**src/rtl/stage_if_fetch_if.sv**
```systemverilog
// Bundle of the fetch stage's external signals: the instruction-ROM
// request/ready bus, the decode-side control (stall, redirect) and the
// if/id boundary outputs.
//   master : the fetch stage (drives rom_request/rom_address and if_*)
//   slave  : ROM plus decode/hazard side (drives rom_ready/rom_data,
//            stall and the pc_write redirect)
interface stage_if_fetch_if;
   logic        stall;
   logic        pc_write_enable;
   logic [31:0] pc_write_data;
   logic        rom_request;
   logic [31:0] rom_address;
   logic        rom_ready;
   logic [31:0] rom_data;
   logic        if_valid;
   logic [31:0] if_pc;
   logic [31:0] if_instruction;

   modport master (
      input  stall, pc_write_enable, pc_write_data, rom_ready, rom_data,
      output rom_request, rom_address, if_valid, if_pc, if_instruction
   );

   modport slave (
      output stall, pc_write_enable, pc_write_data, rom_ready, rom_data,
      input  rom_request, rom_address, if_valid, if_pc, if_instruction
   );
endinterface

```
**src/rtl/stage_if_fetch.sv**
```systemverilog
// Instruction-fetch stage. Owns the fetch PC, issues word fetches to the
// instruction ROM over a request/ready handshake and buffers the returned
// words in a small prefetch FIFO whose head is shown at the if/id boundary.
// A redirect from decode flushes the FIFO and kills any in-flight fetch.
// Ports:
//   clock  : rising-edge clock
//   reset  : synchronous, active-high
//   bus    : stage_if_fetch_if.master
//            in : stall, pc_write_enable, pc_write_data, rom_ready, rom_data
//            out: rom_request, rom_address, if_valid, if_pc, if_instruction
//
// state    | meaning
// ---------+------------------------------------------------------------
// ST_RUN   | normal fetch; request whenever the FIFO has room
// ST_DRAIN | redirect hit an outstanding request; hold it until the ROM
//          | answers, drop that word, then resume at the pending target
module stage_if_fetch #(
   parameter logic [31:0] RESET_PC = 32'h0000_0000,
   parameter int          DEPTH    = 2
) (
   input  logic             clock,
   input  logic             reset,
   stage_if_fetch_if.master bus
);

   localparam int PW = $clog2(DEPTH);
   localparam int CW = PW + 1;
   localparam logic [CW-1:0] DEPTH_C = CW'(DEPTH);

   typedef enum logic [0:0] {
      ST_RUN   = 1'b0,
      ST_DRAIN = 1'b1
   } state_t;

   state_t         state, state_nxt;
   logic [31:0]    fetch_pc, fetch_pc_nxt;
   logic [31:0]    pending_pc, pending_pc_nxt;
   logic [CW-1:0]  count, count_nxt;
   logic [PW-1:0]  rd_ptr, rd_ptr_nxt;
   logic [PW-1:0]  wr_ptr, wr_ptr_nxt;
   logic [31:0]    pc_mem  [DEPTH];
   logic [31:0]    ins_mem [DEPTH];

   logic           req;
   logic           enq;
   logic           deq;
   logic           head_valid;
   logic [31:0]    target;

   always_ff @(posedge clock) begin
      if (reset) begin
         state      <= ST_RUN;
         fetch_pc   <= RESET_PC;
         pending_pc <= RESET_PC;
         count      <= '0;
         rd_ptr     <= '0;
         wr_ptr     <= '0;
      end else begin
         state      <= state_nxt;
         fetch_pc   <= fetch_pc_nxt;
         pending_pc <= pending_pc_nxt;
         count      <= count_nxt;
         rd_ptr     <= rd_ptr_nxt;
         wr_ptr     <= wr_ptr_nxt;
      end
   end

   // Storage needs no reset: nothing is visible unless count says so.
   always_ff @(posedge clock) begin
      if (!reset && enq) begin
         pc_mem[wr_ptr]  <= fetch_pc;
         ins_mem[wr_ptr] <= bus.rom_data;
      end
   end

   always_comb begin
      state_nxt      = state;
      fetch_pc_nxt   = fetch_pc;
      pending_pc_nxt = pending_pc;
      count_nxt      = count;
      rd_ptr_nxt     = rd_ptr;
      wr_ptr_nxt     = wr_ptr;
      enq            = 1'b0;
      deq            = 1'b0;
      target         = {bus.pc_write_data[31:2], 2'b00};
      head_valid     = (count != '0);

      // Count only rises via a completed request, so a raised request can
      // only fall after its own rom_ready.
      req = (state == ST_DRAIN) || (count < DEPTH_C);

      if (bus.pc_write_enable) begin
         count_nxt  = '0;
         rd_ptr_nxt = '0;
         wr_ptr_nxt = '0;
         if (!req || bus.rom_ready) begin
            fetch_pc_nxt = target;
            state_nxt    = ST_RUN;
         end else begin
            pending_pc_nxt = target;
            state_nxt      = ST_DRAIN;
         end
      end else if (state == ST_DRAIN) begin
         if (bus.rom_ready) begin
            fetch_pc_nxt = pending_pc;
            state_nxt    = ST_RUN;
         end
      end else begin
         enq = req && bus.rom_ready;
         deq = head_valid && !bus.stall;
         if (enq) begin
            fetch_pc_nxt = fetch_pc + 32'd4;
            wr_ptr_nxt   = wr_ptr + PW'(1);
         end
         if (deq) begin
            rd_ptr_nxt = rd_ptr + PW'(1);
         end
         count_nxt = count + CW'(enq) - CW'(deq);
      end

      // Outputs are forced to their idle values for the whole reset cycle,
      // not just after the first reset edge.
      bus.rom_request    = !reset && req;
      bus.rom_address    = reset ? RESET_PC : fetch_pc;
      bus.if_valid       = !reset && head_valid;
      bus.if_pc          = (!reset && head_valid) ? pc_mem[rd_ptr]  : 32'h0;
      bus.if_instruction = (!reset && head_valid) ? ins_mem[rd_ptr] : 32'h0;
   end

endmodule

```
**src/flat_wrapper.sv**
```systemverilog
// flat-port wrapper written by rule: the top's interface ports become plain ports
module stage_if_fetch_flat 
#(
   parameter logic [31:0] RESET_PC = 32'h0000_0000,
   parameter int          DEPTH    = 2
)
  (clock, reset, bus_stall, bus_pc_write_enable, bus_pc_write_data, bus_rom_ready, bus_rom_data, bus_rom_request, bus_rom_address, bus_if_valid, bus_if_pc, bus_if_instruction);
  stage_if_fetch_if bus_i ();
  input  logic clock;
  input  logic reset;
  input wire logic [$bits(bus_i.stall)-1:0] bus_stall;
  input wire logic [$bits(bus_i.pc_write_enable)-1:0] bus_pc_write_enable;
  input wire logic [$bits(bus_i.pc_write_data)-1:0] bus_pc_write_data;
  input wire logic [$bits(bus_i.rom_ready)-1:0] bus_rom_ready;
  input wire logic [$bits(bus_i.rom_data)-1:0] bus_rom_data;
  output wire logic [$bits(bus_i.rom_request)-1:0] bus_rom_request;
  output wire logic [$bits(bus_i.rom_address)-1:0] bus_rom_address;
  output wire logic [$bits(bus_i.if_valid)-1:0] bus_if_valid;
  output wire logic [$bits(bus_i.if_pc)-1:0] bus_if_pc;
  output wire logic [$bits(bus_i.if_instruction)-1:0] bus_if_instruction;
  assign bus_i.stall = bus_stall;
  assign bus_i.pc_write_enable = bus_pc_write_enable;
  assign bus_i.pc_write_data = bus_pc_write_data;
  assign bus_i.rom_ready = bus_rom_ready;
  assign bus_i.rom_data = bus_rom_data;
  assign bus_rom_request = bus_i.rom_request;
  assign bus_rom_address = bus_i.rom_address;
  assign bus_if_valid = bus_i.if_valid;
  assign bus_if_pc = bus_i.if_pc;
  assign bus_if_instruction = bus_i.if_instruction;
  stage_if_fetch #(.RESET_PC(RESET_PC), .DEPTH(DEPTH)) u_core (.clock(clock), .reset(reset), .bus(bus_i));
endmodule
```
**config.mk**
```make
export PLATFORM = sky130hd
export DESIGN_NAME = stage_if_fetch_flat
export DESIGN_NICKNAME = d
export VERILOG_FILES = /design/src/rtl/stage_if_fetch_if.sv /design/src/rtl/stage_if_fetch.sv /design/src/flat_wrapper.sv
export SDC_FILE = /design/constraint.sdc
export NUM_CORES = 1
export LEC_CHECK = 0
export ABC_AREA = 1
export BUFFER_PORTS_ARGS = -buffer_cell sky130_fd_sc_hd__buf_4
export CAP_MARGIN = 30
export CELL_PAD_IN_SITES_DETAIL_PLACEMENT = 1
export CELL_PAD_IN_SITES_GLOBAL_PLACEMENT = 1
export CORE_MARGIN = 2
export CORE_UTILIZATION = 38
export DETAILED_ROUTE_END_ITERATION = 12
export GPL_TIMING_DRIVEN = 0
export HOLD_SLACK_MARGIN = 0.02
export PLACE_DENSITY = 0.73
export SYNTH_ARGS = -nofsm -noshare
export SYNTH_HDL_FRONTEND = slang
export SYNTH_SLANG_ARGS = --single-unit
```
**constraint.sdc**
```tcl
create_clock -name clock -period 6.3 [get_ports clock]
set_input_delay 0.945 -clock clock [delete_from_list [all_inputs] [get_ports clock]]
set_output_delay 0.945 -clock clock [all_outputs]
set_load 0.005 [all_outputs]
```
# == After elaboration in Yosys (flattened, before gate mapping) ==
# Memory sizes are Yosys's and may differ from the RTL's. A register that Yosys moved wholly into a read port is not among the register bits.
# Cells that the tools add are included.
# classes
addsub,5
n_lt_le_gt_ge,1
n_eq_ne,2
n_mux,20
n_bitwise,2
reduce_logical,17
# ops
cell,count
2-to-1 mux 32 bit,8
adder 32 x 3 -> 32 bit (second input constant),1
2-to-1 mux 1 bit,12
AND reduction 2 bit,3
logical AND 1 bit,5
zero test 1 bit,3
inequality test 3 bit (second input constant),1
AND reduction 3 bit,1
nonzero test 3 bit,1
adder 1 bit (second input constant),2
adder 2 x 1 -> 2 bit,1
logical OR 1 bit,2
less-than comparator 2 bit (second input constant),1
inequality test 2 x 1 -> 1 bit (second input constant),1
NOT 1 bit,2
nonzero test 2 bit,1
OR reduction 2 bit,1
subtractor 2 x 1 -> 2 bit,1
# word_totals
reg_bits,67
ramBits,128
n_memories,2
# memory_table
name,words,width,rd,rd_clocked_by_memory_dff,wr,line_no,rtl
u_core.ins_mem,2,32,1,1,1,stage_if_fetch.sv:42,logic [31:0] ins_mem [DEPTH];
u_core.pc_mem,2,32,1,1,1,stage_if_fetch.sv:41,logic [31:0] pc_mem [DEPTH];

# == Longest topological paths before layout ==
# depth
word_depth,8
ltp_mapped,10

# == Least setup slack after synthesis ==
# Ideal clock, no wire load.
# synth_path
kind,input-to-reg
startpoint,in reset
endpoint,"mem u_core.ins_mem[1][0], enable pin"
setup_time_ps,558
t_arrival_ps,5812
required_time_ps,5742
path_slack_ps,-70
stages,5
n_path_buf,2
path_cell_list,buf_2 -> inv_1 -> clkbuf_2 -> nand2_1 -> nor3_1
# synth_between
elab_chain_cells,4
# synth_rtl
element,line_no,rtl
from (decl),flat_wrapper.sv:10,input logic reset;
zero test 1 bit,stage_if_fetch.sv:70,if (!reset && enq) begin
logical AND 1 bit,stage_if_fetch.sv:70,
2-to-1 mux 1 bit,stage_if_fetch.sv:70,
2-to-1 mux 1 bit (not written as such),stage_if_fetch.sv:72,ins_mem[wr_ptr] <= bus.rom_data;
to (decl),stage_if_fetch.sv:42,
# No other way between the ends.

# == Final worst setup path ==
# layout_path
startpoint,in reset
endpoint,out bus_if_pc[18]
# layout_between
elab_chain_cells,3
# layout_rtl
element,line_no,rtl
zero test 1 bit,stage_if_fetch.sv:126,bus.if_pc = (!reset && head_valid) ? pc_mem[rd_ptr] : 32'h0;
logical AND 1 bit,stage_if_fetch.sv:126,
2-to-1 mux 32 bit,stage_if_fetch.sv:126,
to (decl),flat_wrapper.sv:19,output wire logic [$bits(bus_i.if_pc)-1:0] bus_if_pc;
# No other way between the ends.

==> impl_metrics.ini <==
[setup_path]
slowest_delay_ns = 0.51
ff2ff_setup_slack_ns = 3.74
setup.worst_path.class = in -> out
required_ns = 5.35
crit_slowest_cell = a21oi_2
cp-end-kind = output port
crit_path_cell_trace = buf_2 > a21oi_2 > clkbuf_1 > nand2_1 > inv_1 > buf_4
arrival_ns = 2.40
crit_path_start_kind = input pin
cp_max_fo = 10

[drt]
viasPerCell = 4.82
remaining_drc_errors = 0
antenna_left = 0
wl_per_cell_um = 17.0
via_count = 7125
drt-pass1-iter-count = 5
dr.first_iter.drc_count = 419
wl_um = 25100

[yosys]
synth_warnings = 0
synth_edf_count = 124
synthArstFlopShare_pct = 0
synth_area_um2 = 8990
synth_seq_cells = 190
avgSynthCellArea_um2 = 9.38
yosys.area.top_type = edfxtp_1
synth_flop_cell = edfxtp_1
synth_top_area_share_pct = 41.4
synthCells = 959
synth.area.top_cells = edfxtp_1 41%, dfxtp_1 15%, mux2_2 7.8%, nand2_1 7.0%, inv_1 5.3%
ys_seq_area_share_pct = 56.1
ys_types = 39

[floorplanning]
die_h_um = 158
die_x_um = 158
dieArea_um2 = 24900
rows = 56
core_area_um2 = 23300
io_pins = 167
start_util_pct = 38.6

[cts]
cts.sinks = 190
root_buffer = clkbuf_16
post_cts_buffers = 0
worstSkewPairLatency_ns = 0.42
cts_hold_buf = 0
cts_resized = 0
htree_levels = 4
clk_pin_slew_ns = 0.07
numCtsBuffers = 17
cts_tree = yes
clk_path_buf_depth = 2

[global_routing]
grt_pass1_vias = 7194
grt_max_degree = 26
track_usage_pct = 20.5
grt_pass1_wl_um = 39100
antenna_found_initial = 0
overflow = 0

[pwr]
p_per_area_nw_per_um2 = 250
total_power_mw = 2.83
peakVddDrop_mv = 0.157
p_leak_nw = 4.85

[hold_path]
min_path_type = reg -> reg

[timing]
setup_viol = 0
min_period_ns = 3.35
fin_crit_sh_pct = 53.2
maxSlewHeadroom_pct = 55.5
worst_slew_pin_slew_ns = 0.666
setup_tns_ns = 0
fin_skew_ns = 0.0133
hold_viol_final = 0
rsz0062_at_grt = no
hold_slack_ns = 0.454
drv_slew = 0
max_freq_mhz = 299

[run]
drv_cap = 0

[final_layout]
fin_cells = 1477
utilization_pct = 48.5
diodes = 0
fillers = 2734
area_growth_pct = 25.7
nNetsFinal = 1217
drive_gt1_share_pct = 26.5

[placed_design]
hpwl_um = 18900
portBuffers = 159
routabilityCongestion = 0.834
dp.cells = 1445

[outcome]
status = finished clean
[layout make-up]
class	instances	area, µm²	share of cell area, %
clock inverters	13	136	1.21
flip-flops and latches	190	5040	44.6
inverters	130	488	4.32
well taps	319	399	3.53
multi-input cells	590	3200	28.3
clock buffers	19	433	3.83
repair buffers	164	1310	11.6
plain buffers	52	293	2.59
[registers in the layout (all words and copies together), names as in the netlist, named ones only]
| signal | flops |
|---|---|
| u_core.pc_mem | 60 |
| u_core.fetch_pc | 30 |
| u_core.ins_mem | 64 |
| u_core.state | 1 |
| u_core.pending_pc | 30 |
| u_core.wr_ptr | 1 |
| u_core.rd_ptr | 1 |
| u_core.count | 2 |
[layout by cell type, fill, tap and decap left out, types with 23 or more instances in the layout]
cell type,n
mux2_2,62
inv_1,126
edfxtp_1,124
clkbuf_1,23
o21ai_0,73
nand2_1,167
buf_4,168
dfxtp_1,66
nor2_1,109
nand3_1,34
a21oi_1,93
[worst paths after layout]
check | start | endpoint | depth (start not counted)
worst max register to register | u_core.state | u_core.ins_mem[1][17] | 8
worst max-delay path | reset | bus_if_pc[18] | 6
worst min register to register | u_core.pending_pc[24] | u_core.pending_pc[24] | 2
worst min-delay path | u_core.pending_pc[24] | u_core.pending_pc[24] | 2
[metrics by stage]
step	area [µm²]	setup slack, ns
finish	11300	2.95
global route	11300	2.77
CTS	11300	2.86
detailed placement	10700	2.82
global placement	10600	-0.236
floorplan	9010	1.67
[critical path: cells and delay by family]
family / cells / cell delay (ns)
buffers and inverters: 4 / 0.85
AOI/OAI and AO/OA: 1 / 0.51
and+or+nand+nor: 1 / 0.10
[cell usage after synthesis, types with 4 or more instances]
cell and instances:
buf_4 9, mux2_2 62, clkbuf_1 21, o21ai_0 73
nand2_1 167, buf_6 4, a21oi_1 93, xor2_1 8
dfxtp_1 66, edfxtp_1 124, buf_2 11, a21oi_2 4
inv_1 126, nand3_1 34, nor2_4 6, nor2_1 110
[cell families (layout without fill, tap and decap cells)]
| kind of cell | Yosys count | after routing | share of synthesized area [%] |
|---|---|---|---|
| buffers and inverters | 182 | 378 | 8.68 |
| adder cells (fa/ha/maj) | 3 | 3 | 0.417 |
| flip-flops | 190 | 190 | 56.1 |
| other | 1 | 4 | 0.0417 |
| AO/OA/AOI/OAI | 176 | 176 | 10.1 |
| AND/OR/NAND/NOR | 336 | 336 | 16.0 |
| XOR/XNOR | 9 | 9 | 0.876 |
| multiplexers | 62 | 62 | 7.76 |
[metal layers]
layer	global-route usage (%)	routed length [µm]	part of all wire (%)	vias to the layer above
met4	6.62	485	1.9	0
met5	0	0	0	-
met3	2.93	984	3.9	32
li1	-	-	-	3520
met1	27.8	11900	47	3401
met2	34.0	11800	47	172
[power by group]
part | switching (mW) | internal [mW]
logic | 0.194 | 0.145
registers | 0.0460 | 1.38
clock network | 0.476 | 0.587
Note: power is estimated with default switching activity, not from simulation.
